===== config.mk =====
export PLATFORM = sky130hd
export DESIGN_NAME = instr_fetch_seq
export DESIGN_NICKNAME = d
export VERILOG_FILES = /design/src/rtl/instr_fetch_seq.sv
export SDC_FILE = /design/constraint.sdc
export NUM_CORES = 1
export LEC_CHECK = 0
export CELL_PAD_IN_SITES_DETAIL_PLACEMENT = 1
export CELL_PAD_IN_SITES_GLOBAL_PLACEMENT = 1
export CORE_MARGIN = 1
export CORE_UTILIZATION = 33
export DETAILED_ROUTE_END_ITERATION = 6
export PLACE_DENSITY = 0.75
export RECOVER_POWER = 100
export SYNTH_ARGS = -nofsm -noshare
export SYNTH_HDL_FRONTEND = slang
export SYNTH_SLANG_ARGS = --single-unit

===== constraint.sdc =====
create_clock -name clk -period 1.95 [get_ports clk]
set_clock_uncertainty 0.15 [all_clocks]
set_input_delay 0.195 -clock clk [delete_from_list [all_inputs] [get_ports clk]]
set_output_delay 0.195 -clock clk [all_outputs]
set_load 0.03 [all_outputs]

===== src/rtl/instr_fetch_seq.sv =====
// instr_fetch_seq: PC owner and fetch/exec sequencer for the 5-bit CPU.
// Each instruction takes 3 clocks (FETCH, WAIT, EXEC). The CU's jump decision is sampled in EXEC.
module instr_fetch_seq #(
    parameter int              ADDR_W     = 5,
    parameter int              OPND_W     = 5,
    parameter logic [ADDR_W-1:0] START_ADDR = '0,
    parameter logic [3:0]      HALT_OP    = 4'b0000
) (
    input  logic                clk,
    input  logic                rst_n,
    input  logic                start,
    input  logic                stall,
    output logic                imem_rd_en,
    output logic [ADDR_W-1:0]   imem_addr,
    input  logic [3+OPND_W:0]   imem_data,
    output logic [3:0]          opcode,
    output logic [OPND_W-1:0]   operand,
    output logic                instr_valid,
    input  logic                jmp_sel,
    output logic [ADDR_W-1:0]   pc,
    output logic                halted
);
    typedef enum logic [2:0] {IDLE, FETCH, WAIT, EXEC, HALT} state_t;

    state_t              state_q, state_d;
    logic [ADDR_W-1:0]   pc_q, pc_d;
    logic [3+OPND_W:0]   ir_q, ir_d;
    logic                halted_q, halted_d;

    always_ff @(posedge clk or negedge rst_n) begin
        if (!rst_n) begin
            state_q  <= IDLE;
            pc_q     <= '0;
            ir_q     <= '0;
            halted_q <= 1'b0;
        end else begin
            state_q  <= state_d;
            pc_q     <= pc_d;
            ir_q     <= ir_d;
            halted_q <= halted_d;
        end
    end

    always_comb begin
        state_d  = state_q;
        pc_d     = pc_q;
        ir_d     = ir_q;
        halted_d = halted_q;
        case (state_q)
            IDLE: if (start) begin
                pc_d    = START_ADDR;
                state_d = FETCH;
            end
            FETCH: state_d = stall ? FETCH : WAIT;
            WAIT: begin
                ir_d    = imem_data;
                state_d = EXEC;
            end
            EXEC: if (opcode == HALT_OP) begin
                halted_d = 1'b1;
                state_d  = HALT;
            end else begin
                // jump targets narrower than the operand simply drop the upper bits
                pc_d    = jmp_sel ? operand[ADDR_W-1:0] : pc_q + 1'b1;
                state_d = FETCH;
            end
            HALT: if (start) begin
                halted_d = 1'b0;
                pc_d     = START_ADDR;
                state_d  = FETCH;
            end
            default: state_d = IDLE;
        endcase
    end

    assign imem_rd_en  = (state_q == FETCH) && !stall;
    assign imem_addr   = pc_q;
    assign pc          = pc_q;
    assign opcode      = ir_q[3+OPND_W:OPND_W];
    assign operand     = ir_q[OPND_W-1:0];
    assign instr_valid = (state_q == EXEC);
    assign halted      = halted_q;
endmodule


==> load_flow_metrics.sql, run 1 <==
INSERT INTO impl_metrics (metric_group, metric, value, unit) VALUES
('detailed_routing', 'drt.antenna.violating_nets', '0', ''),
('clock_tree', 'tritoncts', 'done', ''),
('finish', 'layout.filler_cells', '312', ''),
('die', 'dieWidth', '55.5', 'um'),
('detailed_routing', 'via_count', '755', ''),
('synthesis', 'synth.net_count', '93', ''),
('finish', 'antenna_cells', '0', ''),
('die', 'io_pins', '36', ''),
('setup_path', 'critical_path.cell_chain', 'clkbuf_2 -> nor4b_2 -> buf_2', ''),
('sta', 'rsz0062_at_grt', 'no', ''),
('clock_tree', 'cts_inserted_buffers', '3', ''),
('finish', 'post_layout_cell_count', '144', ''),
('setup_path', 'critical_path_buf_inv_count', '2', ''),
('clock_tree', 'cts_max_path_buffers', '2', ''),
('synthesis', 'synth.yosys.seq_area_share', '47.6', '%'),
('setup_path', 'timing.critical_path.required', '1.60', 'ns'),
('clock_tree', 'htree_levels', '1', ''),
('clock_tree', 'postCtsHoldBufs', '0', ''),
('setup_path', 'critical-path-max-stage-delay', '0.42', 'ns'),
('run_status', 'status', 'finished, final reports clean', ''),
('finish', 'layout_common_cells', 'sky130_fd_sc_hd__dfrtp_1, sky130_fd_sc_hd__clkdlybuf4s50_1, sky130_fd_sc_hd__dlygate4sd3_1', ''),
('clock_tree', 'cts.reportedPaths.clkPinSlew', '0.11', 'ns'),
('finish', 'most_common_cell_after_layout_fill_and_taps_aside', 'sky130_fd_sc_hd__dfrtp_1', ''),
('synthesis', 'synthesis.yosys.warnings', '0', ''),
('detailed_routing', 'wl', '2240', 'um'),
('power', 'p_comb_share', '55.8', '%'),
('detailed_routing', 'first_iter_violations', '2', ''),
('sta', 'max_clock_freq', '0.544', 'GHz'),
('detailed_routing', 'drt_first_pass_iters', '2', ''),
('global_route', 'pin_count_of_the_biggest_net_entering_global_routing', '19', ''),
('place', 'placed_cells', '140', ''),
('detailed_routing', 'routed_wire_length_per_instance', '15.5', 'um'),
('place', 'dp_hpwl', '1800', 'um'),
('die', 'core.rowCount', '19', ''),
('power', 'cellInternalPower', '1.15', 'mW'),
('clock_tree', 'clkSinkCount', '18', ''),
('setup_path', 'reg2reg_from', 'state_q[1]', ''),
('sta', 'hold_viol_final', '0', ''),
('setup_path', 'crit-reg2reg-capture', 'ir_q[8]', ''),
('finish', 'fin_nets', '129', ''),
('sta', 'fin_ws', '0.111', 'ns'),
('setup_path', 'worst_ep_arrival_time', '1.49', 'ns'),
('sta', 'layout_min_cycle_time', '1.84', 'ns'),
('power', 'share_seq_of_total_power', '33.6', '%'),
('setup_path', 'setup.worst_path.end_class', 'primary output', ''),
('power', 'peakVddDrop', '0.714', 'mV'),
('die', 'chipHeight', '55.5', 'um'),
('global_route', 'grt_pass1_vias', '828', ''),
('global_route', 'grt_remaining_overflow', '0', ''),
('min_path', 'whs_endpoint', 'halted', ''),
('finish', 'drive_above_1_share', '20.4', '%'),
('synthesis', 'synth.distinct_cells', '33', ''),
('synthesis', 'ys_ff_latch', '18', ''),
('die', 'floorplan.initialDensity', '34.6', '%'),
('global_route', 'initial_antenna_violation_count', '0', ''),
('power', 'netSwitchingPower', '0.997', 'mW'),
('setup_path', 'critical_path_class', 'reg -> out', ''),
('sta', 'min_period_over_period', '94.3', '%'),
('clock_tree', 'cts.root.buffer_cell', 'sky130_fd_sc_hd__clkbuf_4', ''),
('setup_path', 'worst_path_max_delay_cell', 'sky130_fd_sc_hd__dfrtp_1', ''),
('finish', 'area_growth', '38.4', '%'),
('finish', 'multi_input_area', '420', 'um2'),
('min_path', 'min_path_cells', '2', ''),
('sta', 'slew_viol_final', '0', ''),
('power', 'power.share.clock', '10.6', '%'),
('die', 'dieArea', '3080', 'um2'),
('sta', 'max-slew-margin-rel', '34.5', '%'),
('min_path', 'min_path_type', 'reg -> reg', ''),
('detailed_routing', 'detail_route.vias_per_cell', '5.24', ''),
('setup_path', 'critPathLaunchType', 'register', ''),
('min_path', 'worst_hold_startpoint', 'halted', '');
==> power groups by stage <==
stage	registers [mW]	clock network (mW)	logic, mW
finish	0.720	0.227	1.20
CTS	0.733	0.233	1.33
detailed placement	0.740	0	1.33
global placement	0.729	0	1.30
floorplan	0.979	0	0.601
global route	0.756	0.255	1.28
==> cell type report <==
class / instances / area share, %
clock buffers: 4 / 2.77
inverters: 2 / 0.574
multi-input cells: 50 / 32.1
flip-flops and latches: 18 / 34.4
well taps: 31 / 2.96
repair buffers: 39 / 27.2
==> metal layers <==
layer / wire (um) / part of all wire, % / track usage (%)
met1: 978 / 44 / 20.5
met2: 1140 / 51 / 28.4
met3: 107 / 4.8 / 2.81
met4: 12 / 0.54 / 4.29
met5: 0 / 0 / 0
==> flip-flops by register name, indices dropped and copies added, names as in the netlist <==
name and count:
state_q 3, ir_q 9, imem_addr 5, halted 1
==> cell usage after synthesis <==
library cell | instances | share of area, %
sky130_fd_sc_hd__nand2b_2 | 2 | 1.9
sky130_fd_sc_hd__or4b_1 | 1 | 1.1
sky130_fd_sc_hd__nor2_2 | 1 | 0.66
sky130_fd_sc_hd__mux2i_1 | 1 | 1.1
sky130_fd_sc_hd__buf_6 | 1 | 1.2
sky130_fd_sc_hd__dfrtp_1 | 18 | 48
sky130_fd_sc_hd__nor2b_1 | 2 | 1.3
sky130_fd_sc_hd__buf_4 | 5 | 4.0
sky130_fd_sc_hd__o211ai_1 | 6 | 4.8
sky130_fd_sc_hd__o31ai_1 | 3 | 2.4
sky130_fd_sc_hd__ha_1 | 1 | 1.3
sky130_fd_sc_hd__nand2_1 | 3 | 1.2
sky130_fd_sc_hd__mux2_2 | 6 | 7.1
sky130_fd_sc_hd__o311ai_0 | 1 | 0.93
sky130_fd_sc_hd__mux2_1 | 3 | 3.6
sky130_fd_sc_hd__nand4_1 | 2 | 1.3
sky130_fd_sc_hd__o21ai_1 | 2 | 1.1
sky130_fd_sc_hd__a21o_1 | 1 | 0.79
sky130_fd_sc_hd__buf_2 | 1 | 0.53
sky130_fd_sc_hd__o41ai_1 | 1 | 0.93
sky130_fd_sc_hd__nand3b_4 | 1 | 2.1
sky130_fd_sc_hd__nor2_1 | 1 | 0.40
sky130_fd_sc_hd__nor2_8 | 1 | 2.1
sky130_fd_sc_hd__nor4_4 | 1 | 2.2
sky130_fd_sc_hd__inv_1 | 1 | 0.40
sky130_fd_sc_hd__a31o_2 | 2 | 1.9
sky130_fd_sc_hd__or3b_1 | 1 | 0.93
sky130_fd_sc_hd__a21oi_1 | 4 | 2.1
sky130_fd_sc_hd__nor4b_1 | 1 | 0.93
sky130_fd_sc_hd__inv_2 | 1 | 0.40
sky130_fd_sc_hd__buf_1 | 1 | 0.40
sky130_fd_sc_hd__nor3b_1 | 1 | 0.79
sky130_fd_sc_hd__or2_2 | 1 | 0.66
==> timing repair <==
action / CTS / global route
resized for setup: 1 / 2
setup endpoints to repair: 1 / 2
buffers inserted: 0 / 0
==> worst max path at each step <==
stage | startpoint | endpoint | slack (ns) | cells past startpoint
after global routing | state_q[1] | imem_rd_en | 0.03 | 3
after detailed placement | start | imem_addr[2] | 0.20 | 4
after CTS | imem_addr[2] | pc[2] | 0.06 | 1
after floorplan | imem_addr[0] | imem_addr[2] | 0.32 | 3
final | state_q[1] | imem_rd_en | 0.11 | 3
after global placement | state_q[2] | instr_valid | 0.26 | 3
==> cells by family (layout without fill, tap and decap cells) <==
logic type / count (synthesis) / count (layout) / synth area share, %
adders and majority gates: 1 / 1 / 1.32
and+or+nand+nor: 19 / 19 / 17.6
AOI/OAI and AO/OA: 20 / 20 / 14.8
DFF: 18 / 18 / 47.6
muxes: 10 / 10 / 11.8
buffers and inverters: 10 / 45 / 6.88
==> worst reg2reg max path, cell delays in order (launching register included) <==
cell and delay [ns]:
sky130_fd_sc_hd__dfrtp_1 0.41, sky130_fd_sc_hd__clkbuf_2 0.22, sky130_fd_sc_hd__nand2b_1 0.11, sky130_fd_sc_hd__nor2_2 0.40, sky130_fd_sc_hd__mux2_2 0.39
==> per-stage QoR <==
stage,utilization (%),hold slack [ns],instance area (um2)
2_1_floorplan,-,-0.251,952
3_3_place_gp,48.0,0.328,1310
3_5_place_dp,48.0,0.334,1310
4_1_cts,49.2,0.0799,1350
5_1_grt,47.9,0.327,1310
6_report,47.9,0.348,1310
Note: power is estimated with default switching activity, not from simulation.
==> run 2: changes to the inputs <==
Settings changed: ABC_CLOCK_PERIOD_IN_PS from default to 1950, CTS_CLUSTER_SIZE from default to 8.
==> results of run 2 <==
Final layout, timing and power as in run 1 (identical DEF).
